### src/rtl/tapasco_dmi_sequencer.sv
// TaPaSCo host register bridge to the debug module DMI port.
// One DMI request per host rising edge, with response capture and timeout.
module tapasco_dmi_sequencer #(
  parameter int unsigned TIMEOUT_CYCLES = 1024,
  parameter int unsigned CNT_W =
    (TIMEOUT_CYCLES < 1) ? 1 : $clog2(TIMEOUT_CYCLES + 1)
) (
  input  logic        clk_i,
  input  logic        rst_i,
  input  logic        host_req_i,
  input  logic        host_wr_i,
  input  logic [6:0]  host_addr_i,
  input  logic [31:0] host_wdata_i,
  output logic [31:0] host_rdata_o,
  output logic [1:0]  host_resp_o,
  output logic        host_busy_o,
  output logic        host_done_o,
  output logic        host_err_o,
  output logic        host_ovr_o,
  output logic        dmi_req_valid_o,
  input  logic        dmi_req_ready_i,
  output logic [1:0]  dmi_req_op_o,
  output logic [6:0]  dmi_req_addr_o,
  output logic [31:0] dmi_req_data_o,
  input  logic        dmi_resp_valid_i,
  output logic        dmi_resp_ready_o,
  input  logic [31:0] dmi_resp_data_i,
  input  logic [1:0]  dmi_resp_resp_i
);

  typedef enum logic [1:0] {
    IDLE = 2'd0,
    REQ  = 2'd1,
    RESP = 2'd2
  } state_t;

  localparam logic [1:0] OP_NOP   = 2'd0;
  localparam logic [1:0] OP_READ  = 2'd1;
  localparam logic [1:0] OP_WRITE = 2'd2;
  localparam logic [1:0] RESP_TMO = 2'b10;

  localparam bit TMO_EN = (TIMEOUT_CYCLES != 0);
  localparam logic [CNT_W-1:0] TMO_VAL = CNT_W'(TIMEOUT_CYCLES);

  state_t state_q;
  state_t state_d;

  logic             req_q;
  logic             armed_q;
  logic [1:0]       op_q;
  logic [6:0]       addr_q;
  logic [31:0]      data_q;
  logic [CNT_W-1:0] cnt_q;
  logic [31:0]      rdata_q;
  logic [1:0]       resp_q;
  logic             done_q;
  logic             err_q;
  logic             ovr_q;

  logic rise;
  logic busy;
  logic launch;
  logic req_hs;
  logic resp_hs;
  logic timeout;
  logic abort;

  // armed_q blocks a launch until host_req_i has been seen low after reset
  assign rise    = host_req_i & ~req_q & armed_q;
  assign busy    = (state_q != IDLE);
  assign launch  = rise & (state_q == IDLE);
  assign req_hs  = (state_q == REQ) & dmi_req_ready_i;
  assign resp_hs = (state_q == RESP) & dmi_resp_valid_i;
  assign timeout = TMO_EN & busy & (cnt_q == TMO_VAL);
  assign abort   = timeout & ~req_hs & ~resp_hs;

  always_ff @(posedge clk_i or posedge rst_i) begin
    if (rst_i) begin
      state_q <= IDLE;
    end else begin
      state_q <= state_d;
    end
  end

  always_comb begin
    state_d = state_q;
    unique case (state_q)
      IDLE: begin
        if (launch) state_d = REQ;
      end
      REQ: begin
        if (req_hs)     state_d = RESP;
        else if (abort) state_d = IDLE;
      end
      RESP: begin
        if (resp_hs)    state_d = IDLE;
        else if (abort) state_d = IDLE;
      end
      default: state_d = IDLE;
    endcase
  end

  always_ff @(posedge clk_i or posedge rst_i) begin
    if (rst_i) begin
      req_q   <= 1'b0;
      armed_q <= 1'b0;
      op_q    <= OP_NOP;
      addr_q  <= '0;
      data_q  <= '0;
      cnt_q   <= '0;
      rdata_q <= '0;
      resp_q  <= '0;
      done_q  <= 1'b0;
      err_q   <= 1'b0;
      ovr_q   <= 1'b0;
    end else begin
      req_q <= host_req_i;
      if (!host_req_i) armed_q <= 1'b1;

      if (launch) begin
        op_q   <= host_wr_i ? OP_WRITE : OP_READ;
        addr_q <= host_addr_i;
        data_q <= host_wdata_i;
        done_q <= 1'b0;
        err_q  <= 1'b0;
        ovr_q  <= 1'b0;
      end

      if (rise && busy) ovr_q <= 1'b1;

      if (resp_hs) begin
        rdata_q <= dmi_resp_data_i;
        resp_q  <= dmi_resp_resp_i;
        done_q  <= 1'b1;
      end else if (abort) begin
        resp_q <= RESP_TMO;
        done_q <= 1'b1;
        err_q  <= 1'b1;
      end

      if (state_d != state_q) cnt_q <= '0;
      else if (busy)          cnt_q <= cnt_q + 1'b1;
    end
  end

  assign dmi_req_valid_o  = (state_q == REQ);
  assign dmi_resp_ready_o = (state_q == RESP);
  assign dmi_req_op_o     = dmi_req_valid_o ? op_q : OP_NOP;
  assign dmi_req_addr_o   = addr_q;
  assign dmi_req_data_o   = data_q;

  assign host_rdata_o = rdata_q;
  assign host_resp_o  = resp_q;
  assign host_busy_o  = busy;
  assign host_done_o  = done_q;
  assign host_err_o   = err_q;
  assign host_ovr_o   = ovr_q;

endmodule
### config.mk
export PLATFORM = sky130hd
export DESIGN_NAME = tapasco_dmi_sequencer
export DESIGN_NICKNAME = d
export VERILOG_FILES = /design/src/rtl/tapasco_dmi_sequencer.sv
export SDC_FILE = /design/constraint.sdc
export NUM_CORES = 1
export LEC_CHECK = 0
export ABC_CLOCK_PERIOD_IN_PS = 3100
export BUFFER_PORTS_ARGS = -buffer_cell sky130_fd_sc_hd__buf_2
export CORE_ASPECT_RATIO = 1.5
export CORE_UTILIZATION = 43
export DETAILED_ROUTE_END_ITERATION = 12
export GPL_ROUTABILITY_DRIVEN = 0
export PLACE_DENSITY = 0.76
export SETUP_SLACK_MARGIN = 0.3
export SYNTH_ARGS = -nofsm -noshare
export SYNTH_HDL_FRONTEND = slang
export SYNTH_SLANG_ARGS = --single-unit
### constraint.sdc
create_clock -name clk_i -period 3.1 [get_ports clk_i]
set_clock_uncertainty 0.2 [all_clocks]
set_input_delay 0.465 -clock clk_i [delete_from_list [all_inputs] [get_ports clk_i]]
set_output_delay 0.465 -clock clk_i [all_outputs]
set_load 0.05 [all_outputs]
==> metrics.yaml, run 1 <==
run_status: "completed"
final_instance_area_mm2: 0.00507
setup_viol: 0
cpPeakStageDelay_ns: 0.47
synth.net_count: 416
maxSlewHeadroom: 0.416
top_library_cells_by_usage_in_the_layout_fill_and_taps_aside: "sky130_fd_sc_hd__buf_2, sky130_fd_sc_hd__nand2_1, sky130_fd_sc_hd__dfrtp_1, sky130_fd_sc_hd__mux2_4, sky130_fd_sc_hd__mux2_1"
finalCoreUtilization: 0.578
placedInstanceArea_mm2: 0.00478
synth.top_cell.area_share: 0.602
timing.critical_path.to_type: "output port"
fillers: 742
start_util: 0.440
grt_setup_unrepaired: "no"
route.antenna.remaining_nets: 0
detailedRoute.firstIterationViolations: 114
critical_path_arrival_ns: 1.70
wl_per_cell_um: 13.9
worst_hold_startpoint: "host_req_i"
grt_max_degree: 44
die_area_mm2: 0.00938
grt_use_total: 0.189
detailed_place_hpwl_mm: 6.40
tritoncts_buffers: 9
rows: 42
worst_path_max_delay_cell: "sky130_fd_sc_hd__nor2b_1"
netlist_area_mm2: 0.00386
synth_instances: 335
period_minus_slack_ns: 2.36
gr-total-overflow: 0
timing.max_cap.violations: 0
yosys-top-cells-area: "sky130_fd_sc_hd__dfrtp_1, sky130_fd_sc_hd__nand2_1, sky130_fd_sc_hd__mux2_4, sky130_fd_sc_hd__mux2_1, sky130_fd_sc_hd__nor2_2"
ir_drop_v: 0.000581
post_synth_edffs: 0
synth.lib_cells_used.distinct: 41
min_delay_worst_endpoint: "req_q$_DFF_PP0_"
most_frequent_standard_cell_in_the_layout_excluding_fill_and_tap_cells: "sky130_fd_sc_hd__buf_2"
worst_setup_path_startpoint: "state_q[0]$_DFF_PP0_"
ys.flop_type: "sky130_fd_sc_hd__dfrtp_1"
timing.critical_path.cells: "nor2b_1 -> and2_1 -> buf_2"
vias_in_the_first_global_route: 2937
syn_avg_cell_area_um2: 11.5
post_cts.resized_instances: 0
clk_root_buffer_cell: "sky130_fd_sc_hd__clkbuf_16"
synthArstFlopShare: 1.00
port_buffers: 159
cts_tree: "built"
final.hold.worst_slack_ns: 0.0646
power.static_leakage_nw: 2.77
dr_total_vias: 2959
regToRegSetupSlack_ns: 1.19
synth-adder-area-share: 0.00647
drive_above_1_share: 0.437
clk_pin_slew_worst_paths_ns: 0.06
timing.critical_path.from_type: "flop"
top_level_ports: 160
crit_path_class: "reg -> out"
clk-insertion-delay-late_ns: 0.33
post_synth_and_or_nand_nor_area_fraction: 0.197
grt_pass1_wl_mm: 13.5
worstRegToRegCells: 3
clock_sink_count: 93
drc: 0
xor_and_xnor_fraction_of_the_mapped_netlist_area: 0.0204
synth_compound_area_frac: 0.0333
endpoint_of_the_worst_slack_reg_to_reg_timing_path: "host_rdata_o[3]$_DFFE_PP0P_"
synth_seq_cells: 93
worstMarginPinSlew_ns: 0.875
cts_hold_repair.buffers: 0
antenna_found_initial: 0
crit-reg2reg-launch: "state_q[0]$_DFF_PP0_"
synth.area.mux_share: 0.113
pins_over_their_slew_limit: 0
num-nets-final: 577
yosys_warnings: 0
finalHoldViolations: 0
synthToLayoutAreaGrowth_pct: 31.3
synth_top_family_by_area: "simple AND/OR/NAND/NOR gates"
yosysSeqAreaShare: 0.602
netlist.top_cell.by_area: "sky130_fd_sc_hd__dfrtp_1"
worstPathRequired_ns: 2.43
drt_pre_antenna_iters: 4
cts_post_setup_buffers_inserted: 0
hold_depth: 1
hold_removal_path_class: "in -> reg"
antenna_cells_inserted: 0
drt-total-wl_mm: 8.52
power_density_mw_per_mm2: 1110
totalNegativeSetupSlack_ns: 0
die_height_um: 118
via_to_cell_ratio: 4.84
crit_path_max_fanout: 7
cts-root-to-sink-buffers: 2
fmaxAchievable_mhz: 423
final_min_period_over_clock_period: 0.762
die_width_um: 79.4
cts.htree.levels: 3
fp.coreArea_mm2: 0.00878
[worst max path at each step]
| stage | cells after the start | endpoint |
|---|---|---|
| 2_1_floorplan | 3 | dmi_req_op_o[0] |
| 3_3_place_gp | 3 | dmi_req_op_o[1] |
| 3_5_place_dp | 3 | dmi_req_op_o[0] |
| 4_1_cts | 3 | dmi_req_op_o[0] |
| 5_1_grt | 3 | dmi_req_op_o[0] |
| 6_report | 3 | dmi_req_op_o[0] |
[kinds of logic (layout without fill, tap and decap cells)]
logic type | after synthesis | in the layout
XOR/XNOR | 9 | 9
AO/OA/AOI/OAI | 14 | 14
multiplexers | 32 | 32
adder cells (fa/ha/maj) | 2 | 2
buffers and inverters | 20 | 186
AND/OR/NAND/NOR | 165 | 165
flip-flops | 93 | 93
[layer usage]
layer  global-route usage  wire length, µm  vias up
li1                     -                -     1406
met1                0.221             3350     1429
met2                0.324             4470      110
met3               0.0426              526       14
met4               0.0864              163        0
met5                    0                0        -
[sequential cells by signal, summed over array words and instances, names as in the netlist]
signal,flops
dmi_req_data_o,32
host_rdata_o,32
cnt_q,11
dmi_req_addr_o,7
host_resp_o,2
op_q,2
state_q,2
armed_q,1
host_done_o,1
host_err_o,1
host_ovr_o,1
req_q,1
[metrics by stage]
| stage | setup WS [ns] | total power, mW | cells |
|---|---|---|---|
| 4_1_cts | 0.723 | 5.70 | 611 |
| 2_1_floorplan | 1.10 | 3.95 | 335 |
| 3_5_place_dp | 1.11 | 4.60 | 595 |
| 3_3_place_gp | 1.18 | 4.53 | 595 |
| 6_report | 0.736 | 5.63 | 611 |
| 5_1_grt | 0.612 | 5.91 | 611 |
[cell type report]
class,count,area [µm²],share of cell area
clock buffer,11,233,0.0459
clock inverter,5,60.1,0.0118
inverter,6,26.3,0.00518
tap,110,138,0.0271
multi-input combinational,222,1430,0.282
timing repair buffer,164,858,0.169
sequential,93,2330,0.459
[synth_stat cells (5+ instances only)]
cell	count
sky130_fd_sc_hd__mux2_1	12
sky130_fd_sc_hd__nor2_1	5
sky130_fd_sc_hd__nand2_1	127
sky130_fd_sc_hd__inv_1	6
sky130_fd_sc_hd__buf_2	7
sky130_fd_sc_hd__mux2_4	20
sky130_fd_sc_hd__xnor2_1	6
sky130_fd_sc_hd__nor2_2	10
sky130_fd_sc_hd__dfrtp_1	93
[worst max-delay path, delay by kind of cell, from the launching register on]
kind / cells / cell delay, ns
and+or+nand+nor: 2 / 0.68
buffers and inverters: 1 / 0.26
DFF: 1 / 0.44
[where the power goes]
group | internal, mW | switching (mW)
Combinational | 0.682 | 2.00
Clock | 0.628 | 0.440
Sequential | 1.64 | 0.240
Total | 2.95 | 2.68
Power figures use the tool's default switching activity.
==> run 2, diff against run 1 <==
ABC_AREA = 1   (was not set)
ABC_CLOCK_PERIOD_IN_PS = 2400   (was 3100)
CORE_UTILIZATION = 47   (was 43)
PLACE_DENSITY = 0.79   (was 0.76)
clock period = 2.4 ns   (was 3.1 ns; I/O delays follow)
==> run 2 against run 1 <==
Net effect: die area decreased by 11%; combinational power up 49%; synthesized area shrank 2.6%; total power rose by 39%.
==> metrics.yaml, run 2 <==
crit_path_max_fanout: 25
pwr-share-comb: 0.510
worstMarginPinSlew_ns: 0.403
worst_hold_startpoint: "dmi_resp_data_i[16]"
clk_root_buffer_cell: "sky130_fd_sc_hd__clkbuf_16"
final.hold.worst_slack_ns: 0.0189
final_min_period_over_clock_period: 0.805
top_library_cells_by_usage_in_the_layout_fill_and_taps_aside: "sky130_fd_sc_hd__nand2_1, sky130_fd_sc_hd__buf_2, sky130_fd_sc_hd__dfrtp_1, sky130_fd_sc_hd__nor2_1"
run_status: "completed"
ir_drop_v: 0.00102
synth_instances: 432
grt_max_degree: 60
top_level_ports: 160
die_width_um: 75.1
share_seq_of_total_power: 0.325
timing.max_cap.violations: 0
instances_no_fill: 704
dp_worst_setup_slack_ns: 0.542
grt_pass1_wl_mm: 14.5
clock_sink_count: 93
post-route-worst-setup-slack_ns: 0.468
power_density_mw_per_mm2: 1570
vias_in_the_first_global_route: 3221
maxSlewHeadroom: 0.732
clk_pin_slew_worst_paths_ns: 0.06
cts-root-to-sink-buffers: 2
most_frequent_standard_cell_in_the_layout_excluding_fill_and_tap_cells: "sky130_fd_sc_hd__nand2_1"
overall_power_mw: 7.83
timing.critical_path.to_type: "flop"
detailed_place_hpwl_mm: 6.49
route.antenna.remaining_nets: 0
antenna_found_initial: 0
pins_over_their_slew_limit: 0
setup_viol: 0
die_area_mm2: 0.00838
cts_hold_repair.buffers: 2
synth_common_cells: "sky130_fd_sc_hd__nand2_1, sky130_fd_sc_hd__dfrtp_1, sky130_fd_sc_hd__nor2_1, sky130_fd_sc_hd__inv_1, sky130_fd_sc_hd__nor2_2"
syn_avg_cell_area_um2: 8.72
cts.htree.levels: 3
port_buffers: 159
clk-insertion-delay-late_ns: 0.33
detailedRoute.firstIterationViolations: 218
rows: 39
post_synth_edffs: 0
period_minus_slack_ns: 1.93
dr_total_vias: 3270
placedInstanceArea_mm2: 0.00471
tritoncts_buffers: 9
power.static_leakage_nw: 2.89
final_instance_area_mm2: 0.00500
synth_seq_cells: 93
finalCoreUtilization: 0.648
cts_tree: "built"
fp.coreArea_mm2: 0.00771
totalNegativeSetupSlack_ns: 0
drt_pre_antenna_iters: 4
yosysSeqAreaShare: 0.618
netlist.top_cell.by_area: "sky130_fd_sc_hd__dfrtp_1"
fmaxAchievable_mhz: 518
post-synth-top-count-cell: "sky130_fd_sc_hd__nand2_1"
num-nets-final: 678
synthToLayoutAreaGrowth_pct: 32.7
sw_frac_of_total: 0.514
via_to_cell_ratio: 4.64
crit_path_class: "in -> reg"
drc: 0
cellInternalPower_mw: 3.81
netlist_area_mm2: 0.00377
finalHoldViolations: 0
grt_setup_unrepaired: "no"
power_frac_clock: 0.165
place_inst: 686
grt_use_total: 0.229
die_height_um: 112
antenna_cells_inserted: 0
wl_per_cell_um: 12.6
gr-total-overflow: 0
critical_path_arrival_ns: 2.00
worst_setup_path_startpoint: "host_req_i"
synth.top_cell.area_share: 0.618
hold_removal_path_class: "in -> reg"
start_util: 0.488
yosys_warnings: 0
timing.critical_path.from_type: "input pin"
yosys-top-cells-area: "sky130_fd_sc_hd__dfrtp_1, sky130_fd_sc_hd__nand2_1, sky130_fd_sc_hd__nor2_2, sky130_fd_sc_hd__nor2_1, sky130_fd_sc_hd__inv_1"
post_cts.resized_instances: 0
drive_above_1_share: 0.342
worstPathRequired_ns: 2.47
crit-reg2reg-launch: "cnt_q[0]$_DFFE_PP0P_"
switchingPower_mw: 4.02
ys.flop_type: "sky130_fd_sc_hd__dfrtp_1"
drt-total-wl_mm: 8.84
synth.net_count: 513
synth.lib_cells_used.distinct: 22
cts_post_setup_buffers_inserted: 0
synthArstFlopShare: 1.00
==> run 2: final timing paths <==
path,endpoint,slack [ns],depth (start not counted)
setup / recovery,dmi_req_data_o[5]$_DFFE_PP0P_,0.47,9
hold reg to reg,dmi_req_data_o[7]$_DFFE_PP0P_,0.27,2
max in group asynchronous,dmi_req_data_o[3]$_DFFE_PP0P_,1.14,4
hold / removal,host_rdata_o[16]$_DFFE_PP0P_,0.02,3
min in group asynchronous,dmi_req_data_o[21]$_DFFE_PP0P_,0.51,4
setup reg to reg,cnt_q[9]$_DFFE_PP0P_,0.51,12
==> run 2: final cells by class <==
class | instances | area [µm²]
fillers | 688 | 2710
repair buffers | 169 | 901
multi-input cells | 306 | 1300
inverters | 18 | 71.3
clock buffers | 15 | 268
well taps | 102 | 128
clock inverters | 1 | 5.00
flip-flops and latches | 93 | 2330
==> run 2: power by group through the flow <==
stage,registers [mW],logic [mW],clock network [mW]
after floorplan,4.60,0.990,0
after global placement,2.54,3.96,0
after detailed placement,2.55,4.02,0
after CTS,2.55,4.03,1.32
after global routing,2.62,4.24,1.40
final,2.55,3.99,1.29
==> run 2: cell families (layout without fill, tap and decap cells) <==
| logic type | Yosys count | after routing | synth area share |
|---|---|---|---|
| DFF | 93 | 93 | 0.618 |
| xor gates and xnor gates | 8 | 8 | 0.0186 |
| adders and majority gates | 2 | 2 | 0.00664 |
| and+or+nand+nor | 289 | 289 | 0.310 |
| AOI/OAI and AO/OA | 7 | 7 | 0.00997 |
| buffers and inverters | 33 | 203 | 0.0372 |
==> run 2: per-layer routing <==
metal  routed length (µm)  share of wire  GRT usage
met5                    0              0          0
met4                  163          0.018      0.102
met2                 4550           0.51      0.378
met3                  490          0.055     0.0516
met1                 3640           0.41      0.281
==> run 2: worst max-delay path, cell delays in order <==
cell                            delay (ns)
sky130_fd_sc_hd__dlygate4sd3_1        0.54
sky130_fd_sc_hd__buf_2                0.12
sky130_fd_sc_hd__inv_1                0.04
sky130_fd_sc_hd__nor2_1               0.13
sky130_fd_sc_hd__nand3_2              0.13
sky130_fd_sc_hd__inv_2                0.31
sky130_fd_sc_hd__buf_12               0.21
sky130_fd_sc_hd__nand2_1              0.07
sky130_fd_sc_hd__nand2_1              0.06
==> run 3, diff against run 2 <==
ABC_CLOCK_PERIOD_IN_PS = 1850   (was 2400)
clock period = 1.85 ns   (was 2.4 ns; I/O delays follow)
==> run 3 against run 2 <==
Net effect: sequential power rose by 37%; largest cell class unchanged; total power rose by 55%; utilization increased by 22 points.
==> metrics.yaml, run 3 (same netlist as run 2, synthesis figures left out) <==
antenna_found_initial: 1
fp.coreArea_mm2: 0.00771
timing.critical_path.cells: "inv_2 -> ha_4 -> nand2_2 -> inv_2 -> nand2_2 -> nor2_4 -> nand3_2 -> nand2_2 -> nand2_2 -> nand2_4 -> clkbuf_16 -> nor2_2"
rows: 39
port_buffers: 159
start_util: 0.488
via_to_cell_ratio: 5.29
drive_above_1_share: 0.437
vias_in_the_first_global_route: 4084
timing.critical_path.from_type: "flop"
grt_max_degree: 66
period_minus_slack_ns: 1.83
fillers: 347
cts_tree: "built"
synthToLayoutAreaGrowth_pct: 76.9
cpPeakStageDelay_ns: 0.41
wl_per_cell_um: 19.2
die_area_mm2: 0.00838
totalNegativeSetupSlack_ns: 0
gr-total-overflow: 0
worst_path_max_delay_cell: "sky130_fd_sc_hd__dfrtp_1"
clk-insertion-delay-late_ns: 0.34
cts.htree.levels: 3
drt_pre_antenna_iters: 5
run_status: "completed"
critical_path_arrival_ns: 1.86
cp_num_buf_inv: 3
finalHoldViolations: 0
power.static_leakage_nw: 3.58
worstMarginPinSlew_ns: 0.426
setup_viol: 0
maxSlewHeadroom: 0.716
hold_removal_path_class: "in -> reg"
power_density_mw_per_mm2: 1820
clock_sink_count: 93
die_width_um: 75.1
timing.critical_path.to_type: "flop"
route.antenna.remaining_nets: 0
cts-root-to-sink-buffers: 2
grt_pass1_wl_mm: 19.0
finalCoreUtilization: 0.864
timing.max_cap.violations: 0
die_height_um: 112
tritoncts_buffers: 9
drt-total-wl_mm: 15.5
crit_path_max_fanout: 5
crit_path_class: "reg -> reg"
grt_use_total: 0.306
clk_pin_slew_worst_paths_ns: 0.06
top_library_cells_by_usage_in_the_layout_fill_and_taps_aside: "sky130_fd_sc_hd__nand2_1, sky130_fd_sc_hd__buf_2, sky130_fd_sc_hd__dfrtp_1, sky130_fd_sc_hd__dlygate4sd3_1, sky130_fd_sc_hd__nand2_2"
cp_common_cell: "sky130_fd_sc_hd__nand2_2"
pins_over_their_slew_limit: 0
fmaxAchievable_mhz: 546
drc: 0
final_min_period_over_clock_period: 0.990
num-nets-final: 779
detailedRoute.firstIterationViolations: 309
most_frequent_standard_cell_in_the_layout_excluding_fill_and_tap_cells: "sky130_fd_sc_hd__nand2_1"
critical-path-top-delay-family: "simple AND/OR/NAND/NOR gates"
ir_drop_v: 0.00149
grt_setup_unrepaired: "yes"
detailed_place_hpwl_mm: 6.47
top_level_ports: 160
dr_total_vias: 4262
clk_root_buffer_cell: "sky130_fd_sc_hd__clkbuf_16"
worstPathRequired_ns: 1.88
==> run 3: repair_timing <==
item	CTS	global route
pin swaps	4	30
endpoints found under the setup margin	51	96
hold buffers	76	0
setup buffers	6	8
gates resized for setup	17	122
endpoints found under the hold margin	168	0
gates cloned	2	10
==> run 3: worst min-delay path, stage by stage <==
cell                      delay (ns)
sky130_fd_sc_hd__buf_2          0.12
sky130_fd_sc_hd__inv_1          0.08
sky130_fd_sc_hd__o21ai_0        0.10
==> run 3: where the power goes <==
part | total (mW) | internal, mW | switching [mW]
combinational | 6.63 | 1.87 | 4.76
clock | 2.01 | 1.23 | 0.781
sequential | 3.50 | 2.85 | 0.647
==> run 3: layout make-up <==
| cell class | count | area (µm²) | area share |
|---|---|---|---|
| clock inverters | 3 | 68.8 | 0.0103 |
| diodes | 1 | 2.50 | 0.000376 |
| repair buffers | 270 | 2150 | 0.322 |
| multi-input cells | 306 | 1660 | 0.249 |
| inverters | 18 | 78.8 | 0.0118 |
| clock buffers | 13 | 250 | 0.0376 |
| well taps | 102 | 128 | 0.0192 |
| flip-flops and latches | 93 | 2330 | 0.350 |
==> run 3: per-layer routing <==
metal / routed length [µm] / GRT usage
met4: 1110 / 0.182
met1: 5070 / 0.330
met5: 0 / 0
met2: 8210 / 0.530
met3: 1100 / 0.0661
==> run 3: path summary, 6_finish.rpt <==
check / from / endpoint / slack (ns) / depth (start not counted)
max in group asynchronous: rst_i / state_q[0]$_DFF_PP0_ / 0.75 / 4
worst min-delay path: dmi_req_ready_i / state_q[1]$_DFF_PP0_ / 0.07 / 3
min in group asynchronous: rst_i / dmi_req_data_o[15]$_DFFE_PP0P_ / 0.39 / 4
worst max-delay path: cnt_q[1]$_DFFE_PP0P_ / cnt_q[2]$_DFFE_PP0P_ / 0.02 / 12
worst min register to register: host_rdata_o[19]$_DFFE_PP0P_ / host_rdata_o[19]$_DFFE_PP0P_ / 0.28 / 2
worst max register to register: cnt_q[1]$_DFFE_PP0P_ / cnt_q[2]$_DFFE_PP0P_ / 0.02 / 12
==> run 3: metrics by stage <==
step / area, µm² / setup slack [ns] / cells / total power, mW / hold slack [ns]
detailed placement: 4740 / 0.0815 / 687 / 8.63 / 0.214
finish: 6660 / 0.0180 / 806 / 12.1 / 0.0749
CTS: 5990 / 0.116 / 787 / 11.0 / 0.0421
global placement: 4740 / 0.130 / 687 / 8.51 / 0.202
floorplan: 3800 / 0.121 / 432 / 7.29 / 0.109
global route: 6660 / -0.0577 / 806 / 12.5 / 0.108
